## config.mk

```make
export PLATFORM = sky130hd
export DESIGN_NAME = spi_frame_sched
export DESIGN_NICKNAME = d
export VERILOG_FILES = /design/src/rtl/spi_pkg.sv /design/src/rtl/spi_edge_det.sv /design/src/rtl/spi_frame_sched.sv
export SDC_FILE = /design/constraint.sdc
export NUM_CORES = 1
export LEC_CHECK = 0
export BUFFER_PORTS_ARGS = -buffer_cell sky130_fd_sc_hd__buf_2
export CORE_ASPECT_RATIO = 1.1
export CORE_MARGIN = 4
export CORE_UTILIZATION = 59
export CTS_BUF_LIST = sky130_fd_sc_hd__clkbuf_8
export DETAILED_ROUTE_END_ITERATION = 8
export PLACE_DENSITY_LB_ADDON = 0.1
export SLEW_MARGIN = 10
export SYNTH_ARGS = -nofsm -noshare
export SYNTH_HDL_FRONTEND = slang
export SYNTH_SLANG_ARGS = --single-unit
```

## constraint.sdc

```tcl
create_clock -name clk -period 2.8 [get_ports clk]
set_clock_uncertainty 0.05 [all_clocks]
set_input_delay 0.42 -clock clk [delete_from_list [all_inputs] [get_ports clk]]
set_output_delay 0.42 -clock clk [all_outputs]
set_load 0.1 [all_outputs]
```

## src/rtl/spi_pkg.sv

```systemverilog
// Shared definitions for the SPI frame scheduler: FSM state encoding, frame
// field positions and the saturating bit counter helper.
package spi_pkg;

  typedef enum logic [5:0] {
    ST_IDLE    = 6'b000001,
    ST_HDR     = 6'b000010,
    ST_RD_REQ  = 6'b000100,
    ST_RD_DATA = 6'b001000,
    ST_WR_DATA = 6'b010000,
    ST_WR_REQ  = 6'b100000
  } state_e;

  localparam int RW_BIT     = 63;
  localparam int ADDR_MSB   = 47;
  localparam int ADDR_LSB   = 32;
  localparam int DATA_MSB   = 31;
  localparam int HDR_BITS   = 32;
  localparam int FRAME_BITS = 64;

  localparam int               CNT_W   = 7;
  localparam logic [CNT_W-1:0] CNT_SAT = CNT_W'(FRAME_BITS + 1);

  // Saturates one past a full frame so that any extra bit marks the frame long.
  function automatic logic [CNT_W-1:0] cnt_inc(input logic [CNT_W-1:0] cnt);
    return (cnt >= CNT_SAT) ? CNT_SAT : cnt + CNT_W'(1);
  endfunction

endpackage

```

## src/rtl/spi_edge_det.sv

```systemverilog
// One-cycle delay flop on a synchronised input with combinational rise/fall
// strobes, valid in the first clk where the input differs from its delayed copy.
module spi_edge_det #(
  parameter logic RST_VAL = 1'b1
) (
  input  logic clk,
  input  logic rst,
  input  logic sig_s,
  output logic rise,
  output logic fall
);

  logic sig_d;
  logic sig_q;

  always_comb sig_d = sig_s;

  // NOTE: sequential state uses non-blocking assignments only, and reset is
  // sampled on the clock edge, so every flop here and below is a plain DFF.
  always_ff @(posedge clk) begin
    if (rst) sig_q <= RST_VAL;
    else     sig_q <= sig_d;
  end

  assign rise = sig_s & ~sig_q;
  assign fall = ~sig_s & sig_q;

endmodule

```

## src/rtl/spi_frame_sched.sv

```systemverilog
// SPI slave frame scheduler: shifts in a 64-bit mode-3 frame, runs one
// register-bus read or write, and returns read data on MISO in the same frame.
module spi_frame_sched
  import spi_pkg::*;
#(
  parameter int ADDR_W  = 16,
  parameter int DATA_W  = 32,
  parameter int TIMEOUT = 64
) (
  input  logic              clk,
  input  logic              rst,
  input  logic              spi_cs_s,
  input  logic              spi_sck_s,
  input  logic              spi_mosi_s,
  output logic              spi_miso,
  output logic              reg_req,
  output logic              reg_wr,
  output logic [ADDR_W-1:0] reg_addr,
  output logic [DATA_W-1:0] reg_wdata,
  input  logic              reg_ack,
  input  logic [DATA_W-1:0] reg_rdata,
  output logic              frame_done,
  output logic              frame_err,
  output logic              busy
);

  localparam int TMO_W = (TIMEOUT > 1) ? $clog2(TIMEOUT) : 1;

  logic cs_rise, cs_fall, sck_rise, sck_fall;

  spi_edge_det #(.RST_VAL(1'b1)) u_cs_det (
    .clk   (clk),
    .rst   (rst),
    .sig_s (spi_cs_s),
    .rise  (cs_rise),
    .fall  (cs_fall)
  );

  spi_edge_det #(.RST_VAL(1'b1)) u_sck_det (
    .clk   (clk),
    .rst   (rst),
    .sig_s (spi_sck_s),
    .rise  (sck_rise),
    .fall  (sck_fall)
  );

  state_e             state_q,   state_d;
  logic [CNT_W-1:0]   bit_cnt_q, bit_cnt_d;
  logic [DATA_W-1:0]  rx_q,      rx_d;
  logic [DATA_W-1:0]  tx_q,      tx_d;
  logic [ADDR_W-1:0]  addr_q,    addr_d;
  logic [DATA_W-1:0]  wdata_q,   wdata_d;
  logic [TMO_W-1:0]   tmo_q,     tmo_d;
  logic               req_q,     req_d;
  logic               wr_q,      wr_d;
  logic               miso_q,    miso_d;
  logic               done_q,    done_d;
  logic               err_q,     err_d;
  logic               busy_q,    busy_d;
  logic               fail_q,    fail_d;
  logic               cs_up_q,   cs_up_d;

  logic              sample, shift_out, ack, tmo_hit, shifting;
  logic [DATA_W-1:0] rx_shift;

  assign sample    = sck_rise & ~spi_cs_s;
  assign shift_out = sck_fall & ~spi_cs_s;
  assign ack       = reg_ack & req_q;
  assign tmo_hit   = req_q & ~reg_ack & (tmo_q == TMO_W'(TIMEOUT - 1));
  assign rx_shift  = {rx_q[DATA_W-2:0], spi_mosi_s};
  assign shifting  = (state_q == ST_HDR) || (state_q == ST_WR_DATA) ||
                     (state_q == ST_RD_REQ) || (state_q == ST_RD_DATA);

  // NOTE: every signal written here gets its hold value first, so no path
  // through the case statement can leave one unassigned and infer a latch.
  always_comb begin
    state_d   = state_q;
    bit_cnt_d = bit_cnt_q;
    rx_d      = rx_q;
    tx_d      = tx_q;
    addr_d    = addr_q;
    wdata_d   = wdata_q;
    tmo_d     = tmo_q;
    req_d     = req_q;
    wr_d      = wr_q;
    miso_d    = miso_q;
    done_d    = 1'b0;
    err_d     = 1'b0;
    fail_d    = fail_q;
    cs_up_d   = cs_up_q;

    if (req_q) tmo_d = tmo_q + TMO_W'(1);

    if (shifting && sample) begin
      rx_d      = rx_shift;
      bit_cnt_d = cnt_inc(bit_cnt_q);
    end

    unique case (state_q)
      ST_IDLE: begin
        miso_d = 1'b0;
        if (cs_fall) begin
          state_d   = ST_HDR;
          bit_cnt_d = '0;
          rx_d      = '0;
          fail_d    = 1'b0;
          cs_up_d   = 1'b0;
        end
      end

      ST_HDR: begin
        if (cs_rise) begin
          err_d   = 1'b1;
          state_d = ST_IDLE;
        end else if (sample && bit_cnt_q == CNT_W'(HDR_BITS - 1)) begin
          addr_d = rx_shift[ADDR_LSB-HDR_BITS +: ADDR_W];
          tmo_d  = '0;
          tx_d   = '0;
          if (rx_shift[RW_BIT-HDR_BITS]) begin
            state_d = ST_RD_REQ;
            req_d   = 1'b1;
            wr_d    = 1'b0;
          end else begin
            state_d = ST_WR_DATA;
          end
        end
      end

      ST_RD_REQ: begin
        // A data-phase clock edge before the ack means the first MISO bit is
        // already gone; the frame is doomed but the bus handshake completes.
        if (shift_out) begin
          miso_d = 1'b0;
          fail_d = 1'b1;
        end
        if (cs_rise) cs_up_d = 1'b1;
        if (ack) begin
          req_d = 1'b0;
          if (cs_up_q || cs_rise) begin
            err_d   = 1'b1;
            state_d = ST_IDLE;
          end else begin
            state_d = ST_RD_DATA;
            tx_d    = (fail_q || shift_out) ? '0 : reg_rdata;
          end
        end else if (tmo_hit) begin
          req_d   = 1'b0;
          err_d   = 1'b1;
          state_d = ST_IDLE;
        end
      end

      ST_RD_DATA: begin
        if (shift_out) begin
          miso_d = tx_q[DATA_MSB];
          tx_d   = {tx_q[DATA_W-2:0], 1'b0};
        end
        if (cs_rise) begin
          state_d = ST_IDLE;
          miso_d  = 1'b0;
          if (bit_cnt_q == CNT_W'(FRAME_BITS) && !fail_q) done_d = 1'b1;
          else                                             err_d  = 1'b1;
        end
      end

      ST_WR_DATA: begin
        if (cs_rise) begin
          if (bit_cnt_q == CNT_W'(FRAME_BITS)) begin
            state_d = ST_WR_REQ;
            req_d   = 1'b1;
            wr_d    = 1'b1;
            wdata_d = rx_q;
            tmo_d   = '0;
          end else begin
            err_d   = 1'b1;
            state_d = ST_IDLE;
          end
        end
      end

      ST_WR_REQ: begin
        if (ack) begin
          req_d   = 1'b0;
          done_d  = 1'b1;
          state_d = ST_IDLE;
        end else if (tmo_hit) begin
          req_d   = 1'b0;
          err_d   = 1'b1;
          state_d = ST_IDLE;
        end
      end

      default: begin
        state_d = ST_IDLE;
        req_d   = 1'b0;
        miso_d  = 1'b0;
      end
    endcase

    busy_d = (state_d != ST_IDLE);
  end

  always_ff @(posedge clk) begin
    if (rst) begin
      state_q   <= ST_IDLE;
      bit_cnt_q <= '0;
      rx_q      <= '0;
      tx_q      <= '0;
      addr_q    <= '0;
      wdata_q   <= '0;
      tmo_q     <= '0;
      req_q     <= 1'b0;
      wr_q      <= 1'b0;
      miso_q    <= 1'b0;
      done_q    <= 1'b0;
      err_q     <= 1'b0;
      busy_q    <= 1'b0;
      fail_q    <= 1'b0;
      cs_up_q   <= 1'b0;
    end else begin
      state_q   <= state_d;
      bit_cnt_q <= bit_cnt_d;
      rx_q      <= rx_d;
      tx_q      <= tx_d;
      addr_q    <= addr_d;
      wdata_q   <= wdata_d;
      tmo_q     <= tmo_d;
      req_q     <= req_d;
      wr_q      <= wr_d;
      miso_q    <= miso_d;
      done_q    <= done_d;
      err_q     <= err_d;
      busy_q    <= busy_d;
      fail_q    <= fail_d;
      cs_up_q   <= cs_up_d;
    end
  end

  assign spi_miso   = miso_q;
  assign reg_req    = req_q;
  assign reg_wr     = wr_q;
  assign reg_addr   = addr_q;
  assign reg_wdata  = wdata_q;
  assign frame_done = done_q;
  assign frame_err  = err_q;
  assign busy       = busy_q;

endmodule

```

# --- Word level (Yosys, flattened, before mapping) ---
# Cells that the tools add are included.
# W data, S select, Z words.
totals:
  register_bits: 141
  in_bits: 38
  wordCells: 150
classes:
  add_sub_neg: 2
  magnitude_cmp: 1
  eq_ne: 23
  muxes: 67
  bitwise_logic: 17
  reduce_logical: 23
op_table:
  columns: ["operator", "count"]
  rows:
  - ["$mux W32", 9]
  - ["$pmux W32 S3", 1]
  - ["$mux W6", 14]
  - ["$pmux W6 S6", 1]
  - ["$mux W1", 28]
  - ["$mux W7", 4]
  - ["$ne A2 B2 Y1 const B", 9]
  - ["$reduce_and A3 Y1", 5]
  - ["$eq A6 B6 Y1 const B", 2]
  - ["$pmux W6 S2", 1]
  - ["$reduce_and A6 Y1", 2]
  - ["$and A1 B1 Y1", 9]
  - ["$not A1 Y1", 8]
  - ["$pmux W1 S2", 4]
  - ["$add A7 B1 Y7 const B", 1]
  - ["$eq A7 B5 Y1 const B", 1]
  - ["$eq A7 B7 Y1 const B", 1]
  - ["$ge A7 B7 Y1 const B", 1]
  - ["$reduce_and A7 Y1", 1]
  - ["$add A6 B1 Y6 const B", 1]
  - ["$eq A6 B1 Y1 const B", 1]
  - ["$eq A6 B2 Y1 const B", 1]
  - ["$eq A6 B3 Y1 const B", 1]
  - ["$eq A6 B4 Y1 const B", 1]
  - ["other kinds (17)", 26]

# --- Logic depth before layout (Yosys ltp) ---
# Gate-level depths: netlist of the first run.
logic_depth:
  depth_word: 8
  depth_mapped: 9
  mapped_depth_nobuf: 6

# --- Hierarchy ---
# From an unflattened synthesis of the first run, not the netlist that was laid out.
unflattened:
  cells_unflattened: 741
  area_unflattened_um2: 6042.0
modules_own_cells:
  columns: ["module", "instances", "cells_per_inst", "area_each_um2"]
  rows:
  - ["spi_frame_sched", 1, 733, 5962.0]
  - ["spi_edge_det", 2, 4, 40.0]

# --- Least setup slack after synthesis of the first run ---
# No wires, ideal clock.
synth_path:
  path_type: "register -> register"
  startpoint: "register req_q (netlist: reg_req)"
  endpoint: "register tx_q[25]"
  setup_time_ps: 146
  t_arrival_ps: 2448
  required_ps: 2604
  path_slack_ps: 156
  path_stages_with_launch: 7
  period_less_slack_ps: 2644
  path_cell_list: "dfxtp_1 clkbuf_1 nand2_1 o311a_1 a221oi_4 buf_4 a211oi_2"
synth_between:
  elab_chain_len: 3
synth_lines:
  columns: ["item", "line_no", "rtl"]
  rows:
  - ["start, declared", "spi_frame_sched.sv:54", "logic req_q, req_d;"]
  - ["start signal, assigned", "spi_frame_sched.sv:228", "req_q <= req_d;"]
  - ["$and A1 B1 Y1", "spi_frame_sched.sv:68", "assign ack = reg_ack & req_q;"]
  - ["$ne A2 B2 Y1 (no source line)", null, null]
  - ["$reduce_and A6 Y1 (no source line)", null, null]
  - ["end signal, assigned", "spi_frame_sched.sv:224", "tx_q <= tx_d;"]
  - ["end, declared", "spi_frame_sched.sv:50", "logic [DATA_W-1:0] tx_q, tx_d;"]
# Every way passes these cells.
# A chain may end at the register's enable or synchronous reset.

# --- Worst setup path after layout of the first run ---
layout_path:
  startpoint: "register state_q[4]"
  endpoint: "register tx_q[10]"
layout_between:
  elab_chain_len: 3
  elab_cells_between_ends: 11
layout_lines:
  columns: ["item", "line_no", "rtl"]
  rows:
  - ["start, declared", "spi_frame_sched.sv:47", "state_e state_q, state_d;"]
  - ["start signal, assigned", "spi_frame_sched.sv:221", "state_q <= state_d;"]
  - ["$eq A6 B3 Y1, or another cell as far along", "spi_frame_sched.sv:99", "unique case (state_q)"]
  - ["$ne A2 B2 Y1 (no source line), or another cell as far along", null, null]
  - ["$reduce_and A6 Y1 (no source line)", null, null]
# Parallel ways exist; a longest one is shown, timed or not.

==> results of run 1 <==
==> cells by family after synthesis <==
family | share of synthesized area, %
compound gates | 22.3
xor+xnor | 2.07
fa+ha+maj | 1.01
buf+inv | 4.57
flops | 47.6
mux | 0.337
simple gates | 22.1
==> routing by layer <==
| metal | vias up | share of wire (%) | global-route usage (%) |
|---|---|---|---|
| li1 | 2585 | - | - |
| met1 | 2436 | 44 | 31.2 |
| met2 | 139 | 50 | 40.7 |
| met3 | 13 | 4.9 | 5.48 |
| met4 | 0 | 1.0 | 7.71 |
| met5 | - | 0 | 0 |
==> worst max-delay path: stages (launching register included) <==
cell and delay [ns]:
dfxtp_1 0.50, nor4_4 0.49, nand3_1 0.21, a221oi_4 0.33, buf_12 0.32, nor2_1 0.11
a211oi_2 0.22
==> cells in the final DEF (no fill, tap or decap), types with 3 or more instances in the layout <==
cell / count
nand2_1: 176
dfxtp_1: 141
buf_2: 90
a21oi_1: 88
nor2_1: 58
a22oi_1: 33
a211oi_2: 28
clkbuf_8: 18
buf_4: 16
inv_1: 9
nand3_1: 9
nand4_1: 8
o21ai_0: 8
a211oi_1: 8
xnor2_1: 7
xor2_1: 7
nor2b_1: 5
a31oi_1: 5
nor3b_1: 4
nor3_1: 4
or2_2: 4
ha_1: 4
nor4_1: 3
or4_1: 3
clkinv_4: 3
==> through the flow <==
stage / power (mW) / hold WS (ns) / util (%) / cell area [µm²]
after floorplan: 2.32 / 0.382 / - / 5940
final: 3.96 / 0.165 / 69.7 / 6860
after detailed placement: 2.40 / 0.394 / 65.7 / 6470
after global placement: 2.39 / 0.392 / 65.7 / 6470
after CTS: 3.99 / 0.148 / 69.7 / 6860
after global routing: 4.11 / 0.160 / 69.7 / 6860
==> flip-flops by register name, indices dropped and copies added (netlist names) <==
name             count
reg_wdata           32
rx_q                32
tx_q                32
reg_addr            16
bit_cnt_q            7
state_q              6
tmo_q                6
busy                 1
cs_up_q              1
fail_q               1
frame_done           1
frame_err            1
reg_req              1
reg_wr               1
spi_miso             1
u_cs_det.sig_q       1
u_sck_det.sig_q      1
==> power groups by stage <==
| stage | sequential, mW | combinational, mW | clock [mW] |
|---|---|---|---|
| after floorplan | 2.14 | 0.184 | 0 |
| after global placement | 2.11 | 0.281 | 0 |
| after detailed placement | 2.12 | 0.288 | 0 |
| after CTS | 2.07 | 0.290 | 1.63 |
| after global routing | 2.07 | 0.315 | 1.72 |
| final | 2.07 | 0.290 | 1.60 |
==> final cells by class <==
| type | count | area (µm²) | area share [%] |
|---|---|---|---|
| Clock buffer | 18 | 248 | 3.61 |
| Clock inverter | 13 | 143 | 2.08 |
| Inverter | 7 | 26.3 | 0.383 |
| Multi-Input combinational cell | 503 | 2860 | 41.7 |
| Sequential cell | 141 | 2820 | 41.2 |
| Tap cell | 120 | 150 | 2.19 |
| Timing Repair Buffer | 108 | 611 | 8.91 |
==> worst max-delay path by stage <==
stage	start	to	slack [ns]	cells after the start
detailed placement	spi_cs_s	tx_q[1]$_SDFFE_PP0P_	0.45	7
global route	state_q[4]$_SDFF_PP0_	tx_q[16]$_SDFFE_PP0P_	0.27	6
finish	state_q[4]$_SDFF_PP0_	tx_q[10]$_SDFFE_PP0P_	0.44	6
global placement	spi_cs_s	reg_wdata[10]$_SDFFE_PP0P_	0.56	6
CTS	state_q[4]$_SDFF_PP0_	tx_q[1]$_SDFFE_PP0P_	0.46	6
floorplan	reg_req$_SDFFE_PP0P_	tx_q[25]$_SDFFE_PP0P_	0.16	6
==> flow_summary_export.csv, run 1 <==
group,metric,value,unit
min_path,whs_path_depth,2,
global_route,grt_max_degree,65,
yosys,synth.largest_area_cell,"dfxtp_1",
setup_path,worstReg2RegStart,"state_q[4]$_SDFF_PP0_",
die,die_h,113,µm
place,dp_hpwl,9480,µm
yosys,yosys_warnings,0,
sta,slew_viol_final,0,
cells_and_area,layout-drive-gt1-share,22.8,%
clock_network,clockRootBuffer,"clkbuf_8",
yosys,synthArstFlopShare,0,%
min_path,hold_start,"spi_sck_s",
global_route,grt_pass1_vias,4944,
route,antenna_left,0,
yosys,synthTopCellsByArea,"dfxtp_1 (48%), nand2_1 (11%), a21oi_1 (7.4%)",
setup_path,required,3.10,ns
place,place_ws,0.447,ns
sta,hold_violations,0,
die,io_pins,92,
cells_and_area,fill_cells,857,
global_route,overflow,0,
route,routedWlPerCell,15.3,µm
sta,relSlewSlack,57.3,%
setup_path,critPathKind,"register to register",
cells_and_area,diodes,0,
global_route,antenna_found_initial,0,
min_path,min_to,"u_sck_det.sig_q$_SDFF_PP1_",
clock_network,clkTransAtPathRegs,0.08,ns
power_and_ir_drop,pwr-share-clk,40.4,%
die,die-area,11700,µm²
global_route,grt_usage,24.2,%
clock_network,max-clock-path-buffers,2,
yosys,syn_area_per_cell,8.46,µm²
setup_path,worstSetupStartpointType,"register",
power_and_ir_drop,p_switching,1.00,mW
yosys,synth-seq-area-share,47.6,%
sta,tns,0,ns
route,drtIter0Drc,286,
clock_network,cts.hold.buffers_added,0,
sta,post-route-period-util,84.2,%
sta,period_needed,2.36,ns
min_path,hp-class,"primary input to register",
route,drt-total-wl,14000,µm
sta,tightest_slew,0.639,ns
place,place_congestion,0.913,
power_and_ir_drop,p_leak,2.40,nW
cells_and_area,synthToLayoutAreaGrowth,15.5,%
yosys,yosys-top-cells-count,"nand2_1 (176), dfxtp_1 (141), a21oi_1 (88)",
yosys,synthDistinctLibCells,55,
die,die_w,104,µm
clock_network,h-tree-depth,4,
run,max-cap-violations,0,
power_and_ir_drop,share_seq_of_total_power,52.3,%
power_and_ir_drop,internal_power,2.96,mW
global_route,grt_pass1_wl,23600,µm
yosys,ys_ff_latch,141,
cells_and_area,final_net_count,820,
setup_path,r2r-end,"tx_q[10]$_SDFFE_PP0P_",
die,core_area,9840,µm²
setup_path,path_max_fanout,64,
sta,grt_setup_unrepaired,"false",
clock_network,clk_latency,0.43,ns
power_and_ir_drop,pwr-share-comb,7.3,%
setup_path,regToRegSetupSlack,0.44,ns
power_and_ir_drop,p_per_area,578,nW/µm²
yosys,yosysMostFrequentCell,"nand2_1",
cells_and_area,final_cells,910,
clock_network,post-cts-setup-buffer-count,0,
die,fp-row-count,38,
yosys,synth_edf_count,0,
yosys,synth_top_area_share,47.6,%
place,io_buffers,91,
clock_network,numCtsBuffers,17,
setup_path,cp-end-kind,"register",
power_and_ir_drop,p_sw_share,25.3,%
clock_network,cts_tree,"done",
route,vias,5173,
clock_network,cts.repair.resized,0,
clock_network,cts_sinks,141,
setup_path,arrival,2.66,ns
yosys,synth_nets,744,
die,start_util,60.3,%
sta,setup_violations,0,
power_and_ir_drop,ir_worst_vdd,0.000342,V
route,vias_per_cell,5.68,
route,first_pass_iters,4,
status,status,"finished, final reports clean",
yosys,synthFlopType,"dfxtp_1",
setup_path,worst-r2r-cell-count,6,
yosys,syn_inst,702,
place,dp.cells,879,
route,drc,0,
sta,max_freq,424,MHz
yosys,syn_area,5940,µm²
sta,setup_ws,0.443,ns
No activity file was read; power rests on OpenSTA's default activity.
==> run 2: changes to the inputs <==
--- a/config.mk
+++ b/config.mk
@@ -8,7 +8,7 @@
 export BUFFER_PORTS_ARGS = -buffer_cell sky130_fd_sc_hd__buf_2
 export CORE_ASPECT_RATIO = 1.1
 export CORE_MARGIN = 4
-export CORE_UTILIZATION = 59
+export CORE_UTILIZATION = 53
 export CTS_BUF_LIST = sky130_fd_sc_hd__clkbuf_8
 export DETAILED_ROUTE_END_ITERATION = 8
 export PLACE_DENSITY_LB_ADDON = 0.1
==> constraint.sdc (replaced) <==
create_clock -name clk -period 2 [get_ports clk]
set_clock_uncertainty 0.05 [all_clocks]
set_input_delay 0.3 -clock clk [delete_from_list [all_inputs] [get_ports clk]]
set_output_delay 0.3 -clock clk [all_outputs]
set_load 0.1 [all_outputs]
==> run 2 against run 1 <==
Against the previous run:
- the run now ends with negative setup slack left
- non-clock buffer count is 72 higher
- global-route usage is 0.16 points lower
- core utilization up 0.26 points
- critical endpoint is now tx_q[11]$_SDFFE_PP0P_
- count of clock-buffer cells in the layout decreased by 1
- hold slack worse by 0.10 ns
- register-to-register slack got worse by 0.51 ns
- via count is 8.2% higher
- clock power is 22% higher
==> flow_summary_export.csv, run 2 (same netlist as run 1, synthesis figures left out) <==
group,metric,value,unit
die,io_pins,92,
route,drc,0,
cells_and_area,diodes,0,
place,place_congestion,0.919,
clock_network,max-clock-path-buffers,2,
run,max-cap-violations,0,
global_route,grt_pass1_wl,24900,µm
route,vias,5599,
route,vias_per_cell,5.55,
setup_path,path_buf_inv,2,
setup_path,crit_family,"buffers and inverters",
cells_and_area,register_area,2840,µm²
route,routedWlPerCell,16.1,µm
min_path,whs_path_depth,3,
setup_path,worstSetupStartpointType,"register",
setup_path,worst-r2r-cell-count,7,
cells_and_area,finalInstanceArea,7660,µm²
cells_and_area,layout_commonest_cell,"nand2_1",
setup_path,cp-end-kind,"register",
route,first_pass_iters,7,
cells_and_area,multi_input_area,2930,µm²
min_path,min_to,"tx_q[0]$_SDFFE_PP0P_",
power_and_ir_drop,ir_worst_vdd,0.000588,V
global_route,grt_pass1_vias,5246,
clock_network,cts_sinks,141,
clock_network,numCtsBuffers,17,
status,status,"finished with violations",
route,drtIter0Drc,301,
clock_network,clockRootBuffer,"clkbuf_8",
die,die-area,13000,µm²
die,start_util,54.2,%
cells_and_area,fill_cells,909,
die,fp-row-count,40,
setup_path,slowest_delay,0.37,ns
die,die_h,119,µm
die,core_area,11000,µm²
place,place_ws,-0.116,ns
sta,setup_ws,-0.0631,ns
place,placed_area,7010,µm²
sta,post-route-period-util,103,%
sta,tightest_slew,0.502,ns
global_route,antenna_found_initial,0,
setup_path,arrival,2.38,ns
route,drt-total-wl,16300,µm
route,top_layer_used,"met4",
cells_and_area,most-common-layout-cells,"nand2_1 (175), dfxtp_1 (133), buf_2 (90)",
clock_network,cts_tree,"done",
sta,period_needed,2.06,ns
power_and_ir_drop,p_per_area,702,nW/µm²
place,io_buffers,91,
cells_and_area,layout-drive-gt1-share,31.3,%
clock_network,clkTransAtPathRegs,0.08,ns
clock_network,clk_latency,0.45,ns
sta,setup_violations,31,
clock_network,cts.hold.buffers_added,0,
cells_and_area,synthToLayoutAreaGrowth,29.1,%
sta,slew_viol_final,0,
setup_path,worstReg2RegStart,"state_q[2]$_SDFF_PP0_",
global_route,overflow,0,
power_and_ir_drop,p_leak,2.84,nW
status,violations,"negative setup slack",
die,die_w,109,µm
min_path,hold_start,"reg_rdata[0]",
setup_path,critPathSlowestCell,"dfxtp_1",
route,antenna_left,0,
sta,grt_setup_unrepaired,"true",
setup_path,crit_path_cell_trace,"buf_4 > nor2b_1 > nand3_2 > a221oi_4 > clkbuf_8 > nor2_1 > a211oi_2",
cells_and_area,final_util,69.9,%
setup_path,r2r-end,"tx_q[11]$_SDFFE_PP0P_",
setup_path,path_max_fanout,30,
sta,relSlewSlack,66.5,%
setup_path,regToRegSetupSlack,-0.06,ns
route,routed-wl-met3,932,µm
route,drt-met1-wl,6810,µm
clock_network,h-tree-depth,4,
setup_path,required,2.32,ns
sta,hold_violations,0,
setup_path,critPathKind,"register to register",
global_route,grt_max_degree,39,
sta,max_freq,485,MHz
global_route,grt_usage,24.0,%
power_and_ir_drop,fin_total_pwr,5.38,mW
cells_and_area,final_net_count,892,
route,wl_met2,8220,µm
place,dp_hpwl,10600,µm
min_path,hp-class,"primary input to register",
run 2: cell types whose count changed in the layout (fill, tap and decap cells not counted), sizes merged:
cell / previous run / this run
inv: 12 / 13
clkbuf: 18 / 22
buf: 108 / 175
bufinv: 2 / 0
clkinv: 4 / 6
run 2: through the flow:
| step | TNS (ns) | std cells | hold slack [ns] |
|---|---|---|---|
| floorplan | -1.43 | 702 | 0.357 |
| global placement | -3.10 | 959 | 0.389 |
| detailed placement | -2.60 | 959 | 0.394 |
| CTS | -0.236 | 997 | 0.0340 |
| global route | -6.91 | 1009 | 0.0440 |
| finish | -1.12 | 1009 | 0.0603 |
run 2: layout make-up:
class / count / share of cell area (%)
multi-input combinational: 503 / 38.3
timing repair buffer: 180 / 17.6
sequential: 141 / 37.1
clock buffer: 17 / 3.05
clock inverter: 14 / 1.31
inverter: 7 / 0.343
tap: 147 / 2.40
run 2: where the power goes:
group / internal (mW) / switching (mW)
logic: 0.227 / 0.296
clock network: 0.851 / 1.11
registers: 2.85 / 0.0483
total: 3.93 / 1.45
run 2: timing repair:
action,CTS,global route
setup buffers,6,7
cloned,1,7
hold endpoints to repair,0,0
gates resized for setup,8,26
pin swaps,6,14
setup endpoints to repair,33,131
run 2: worst reg2reg max path, delay by kind of cell (launching register included):
kind            cells  cell delay [ns]
compound gates      2             0.53
flops               1             0.37
buf+inv             2             0.55
simple gates        3             0.50
run 2: per-layer routing:
layer / vias to the layer above / global-route usage (%)
li1: 2733 / -
met1: 2667 / 30.2
met2: 171 / 39.6
met3: 28 / 5.31
met4: 0 / 9.55
met5: - / 0
run 2: worst max path at each step:
| stage | startpoint | depth (start not counted) | end |
|---|---|---|---|
| 2_1_floorplan | reg_req$_SDFFE_PP0P_ | 7 | tx_q[21]$_SDFFE_PP0P_ |
| 3_3_place_gp | state_q[5]$_SDFF_PP0_ | 6 | tx_q[2]$_SDFFE_PP0P_ |
| 3_5_place_dp | state_q[5]$_SDFF_PP0_ | 6 | tx_q[3]$_SDFFE_PP0P_ |
| 4_1_cts | state_q[1]$_SDFF_PP0_ | 9 | tx_q[22]$_SDFFE_PP0P_ |
| 5_1_grt | state_q[2]$_SDFF_PP0_ | 7 | tx_q[21]$_SDFFE_PP0P_ |
| 6_report | state_q[2]$_SDFF_PP0_ | 7 | tx_q[11]$_SDFFE_PP0P_ |
==> run 3: changes to the inputs <==
--- a/config.mk
+++ b/config.mk
@@ -12,6 +12,7 @@
 export CTS_BUF_LIST = sky130_fd_sc_hd__clkbuf_8
 export DETAILED_ROUTE_END_ITERATION = 8
 export PLACE_DENSITY_LB_ADDON = 0.1
+export RECOVER_POWER = 25
 export SLEW_MARGIN = 10
 export SYNTH_ARGS = -nofsm -noshare
 export SYNTH_HDL_FRONTEND = slang
==> run 3 against run 2 <==
Against the previous run:
- the run still ends with negative setup slack left
- combinational power about the same
- power about the same
- fmax increased by 0.13%
- register-to-register slack about the same
- clock power about the same
- sequential share of layout area about the same
- wire length about the same
- highest routed layer unchanged
==> flow_summary_export.csv, run 3 (same netlist as run 1, synthesis figures left out) <==
group,metric,value,unit
status,status,"finished with violations",
status,violations,"negative setup slack",
setup_path,path_buf_inv,2,
global_route,overflow,0,
setup_path,cp-end-kind,"register",
run,max-cap-violations,0,
sta,slew_viol_final,0,
clock_network,h-tree-depth,4,
global_route,use_met3,5.31,%
power_and_ir_drop,p_switching,1.45,mW
place,io_buffers,91,
clock_network,cts.hold.buffers_added,0,
setup_path,path_max_fanout,30,
cells_and_area,final_cells,1009,
global_route,grt_usage,24.0,%
cells_and_area,synthToLayoutAreaGrowth,29.1,%
global_route,grt_pass1_vias,5246,
global_route,antenna_found_initial,0,
cells_and_area,layout-drive-gt1-share,31.2,%
cells_and_area,layout_commonest_cell,"nand2_1",
power_and_ir_drop,p_per_area,703,nW/µm²
sta,setup_ws,-0.0605,ns
cells_and_area,diodes,0,
setup_path,critPathSlowestCell,"dfxtp_1",
route,antenna_left,0,
power_and_ir_drop,ir_worst_vdd,0.000588,V
route,vias,5605,
clock_network,cts_tree,"done",
die,die_h,119,µm
clock_network,clockRootBuffer,"clkbuf_8",
clock_network,max-clock-path-buffers,2,
sta,relSlewSlack,63.6,%
sta,hold_violations,0,
global_route,grt_max_degree,39,
die,fp-row-count,40,
setup_path,worstSetupStartpointType,"register",
global_route,grt.busiest_layer,"met2",
power_and_ir_drop,pwr-share-clk,36.4,%
die,die_w,109,µm
route,drtIter0Drc,299,
cells_and_area,final_net_count,892,
global_route,met2_usage,39.6,%
route,first_pass_iters,7,
setup_path,crit_family,"buffers and inverters",
power_and_ir_drop,share_seq_of_total_power,53.9,%
sta,max_freq,485,MHz
sta,setup_violations,31,
min_path,hp-class,"primary input to register",
setup_path,required,2.32,ns
cells_and_area,fill_cells,909,
place,dp_hpwl,10600,µm
place,place_congestion,0.919,
power_and_ir_drop,p_leak,2.81,nW
clock_network,numCtsBuffers,17,
power_and_ir_drop,pwr-share-comb,9.7,%
sta,post-route-period-util,103,%
setup_path,arrival,2.39,ns
die,start_util,54.2,%
sta,period_needed,2.06,ns
clock_network,clk_latency,0.46,ns
sta,tightest_slew,0.548,ns
setup_path,crit_path_cell_trace,"buf_4 > nor2b_1 > nand3_2 > a221oi_4 > clkbuf_8 > nor2_1 > a211oi_2",
power_and_ir_drop,internal_power,3.93,mW
route,drc,0,
route,vias_per_cell,5.56,
setup_path,slowest_delay,0.37,ns
setup_path,critPathKind,"register to register",
cells_and_area,most-common-layout-cells,"nand2_1 (175), dfxtp_1 (133), a21oi_1 (87)",
clock_network,cts_sinks,141,
sta,grt_setup_unrepaired,"true",
clock_network,clkTransAtPathRegs,0.08,ns
die,die-area,13000,µm²
global_route,met1_usage,30.2,%
power_and_ir_drop,p_sw_share,27.0,%
die,io_pins,92,
global_route,grt_pass1_wl,24900,µm
sta,hold_ws,0.0581,ns
place,dp.cells,959,
route,routedWlPerCell,16.1,µm
route,drt-total-wl,16300,µm
die,core_area,11000,µm²
## run 3: layout make-up
cell class / instances / area [µm²] / area share, %
Multi-Input combinational cell: 503 / 2930 / 38.3
Sequential cell: 141 / 2840 / 37.1
Timing Repair Buffer: 180 / 1340 / 17.5
Clock buffer: 17 / 234 / 3.05
Tap cell: 147 / 184 / 2.40
Clock inverter: 14 / 100 / 1.31
Inverter: 7 / 26.3 / 0.343
## run 3: timing repair
| action | 4_1_cts | 5_1_grt |
|---|---|---|
| setup endpoints to repair | 33 | 131 |
| buffers inserted | 6 | 7 |
| gates cloned | 1 | 7 |
| endpoints found under the hold margin | 0 | 0 |
| resized for setup | 8 | 26 |
| pin swaps | 6 | 14 |
## run 3: worst paths after layout
path / startpoint / end / slack (ns) / depth (start not counted)
worst min register to register: reg_wdata[27]$_SDFFE_PP0P_ / reg_wdata[27]$_SDFFE_PP0P_ / 0.40 / 2
worst max-delay path: state_q[2]$_SDFF_PP0_ / tx_q[11]$_SDFFE_PP0P_ / -0.06 / 7
worst min-delay path: reg_rdata[0] / tx_q[0]$_SDFFE_PP0P_ / 0.06 / 3
worst max register to register: state_q[2]$_SDFF_PP0_ / tx_q[11]$_SDFFE_PP0P_ / -0.06 / 7
## run 3: worst min-delay path: stages
cell     delay (ns)
buf_2          0.10
nand3_1        0.06
a21oi_1        0.06
## run 3: metrics by stage
stage	power, mW	instance area, µm²	setup slack, ns	utilization, %	setup TNS, ns
3_3_place_gp	3.43	7010	-0.115	64.0	-3.10
3_5_place_dp	3.44	7010	-0.116	64.0	-2.60
5_1_grt	5.62	7660	-0.166	69.9	-6.91
4_1_cts	5.40	7450	-0.0540	68.0	-0.236
2_1_floorplan	3.26	6000	-0.0513	-	-1.43
6_report	5.38	7660	-0.0605	69.9	-1.04
## run 3: routing by layer
layer | wire (µm) | part of all wire [%]
met5 | 0 | 0
met4 | 342 | 2.1
met3 | 974 | 6.0
met2 | 8200 | 50
met1 | 6740 | 41
## run 3: power groups by stage
stage,Combinational (mW),Sequential [mW],Clock [mW]
after floorplan,0.270,2.99,0
after global placement,0.464,2.97,0
after detailed placement,0.474,2.97,0
after CTS,0.498,2.90,2.00
after global routing,0.562,2.91,2.14
final,0.521,2.90,1.96
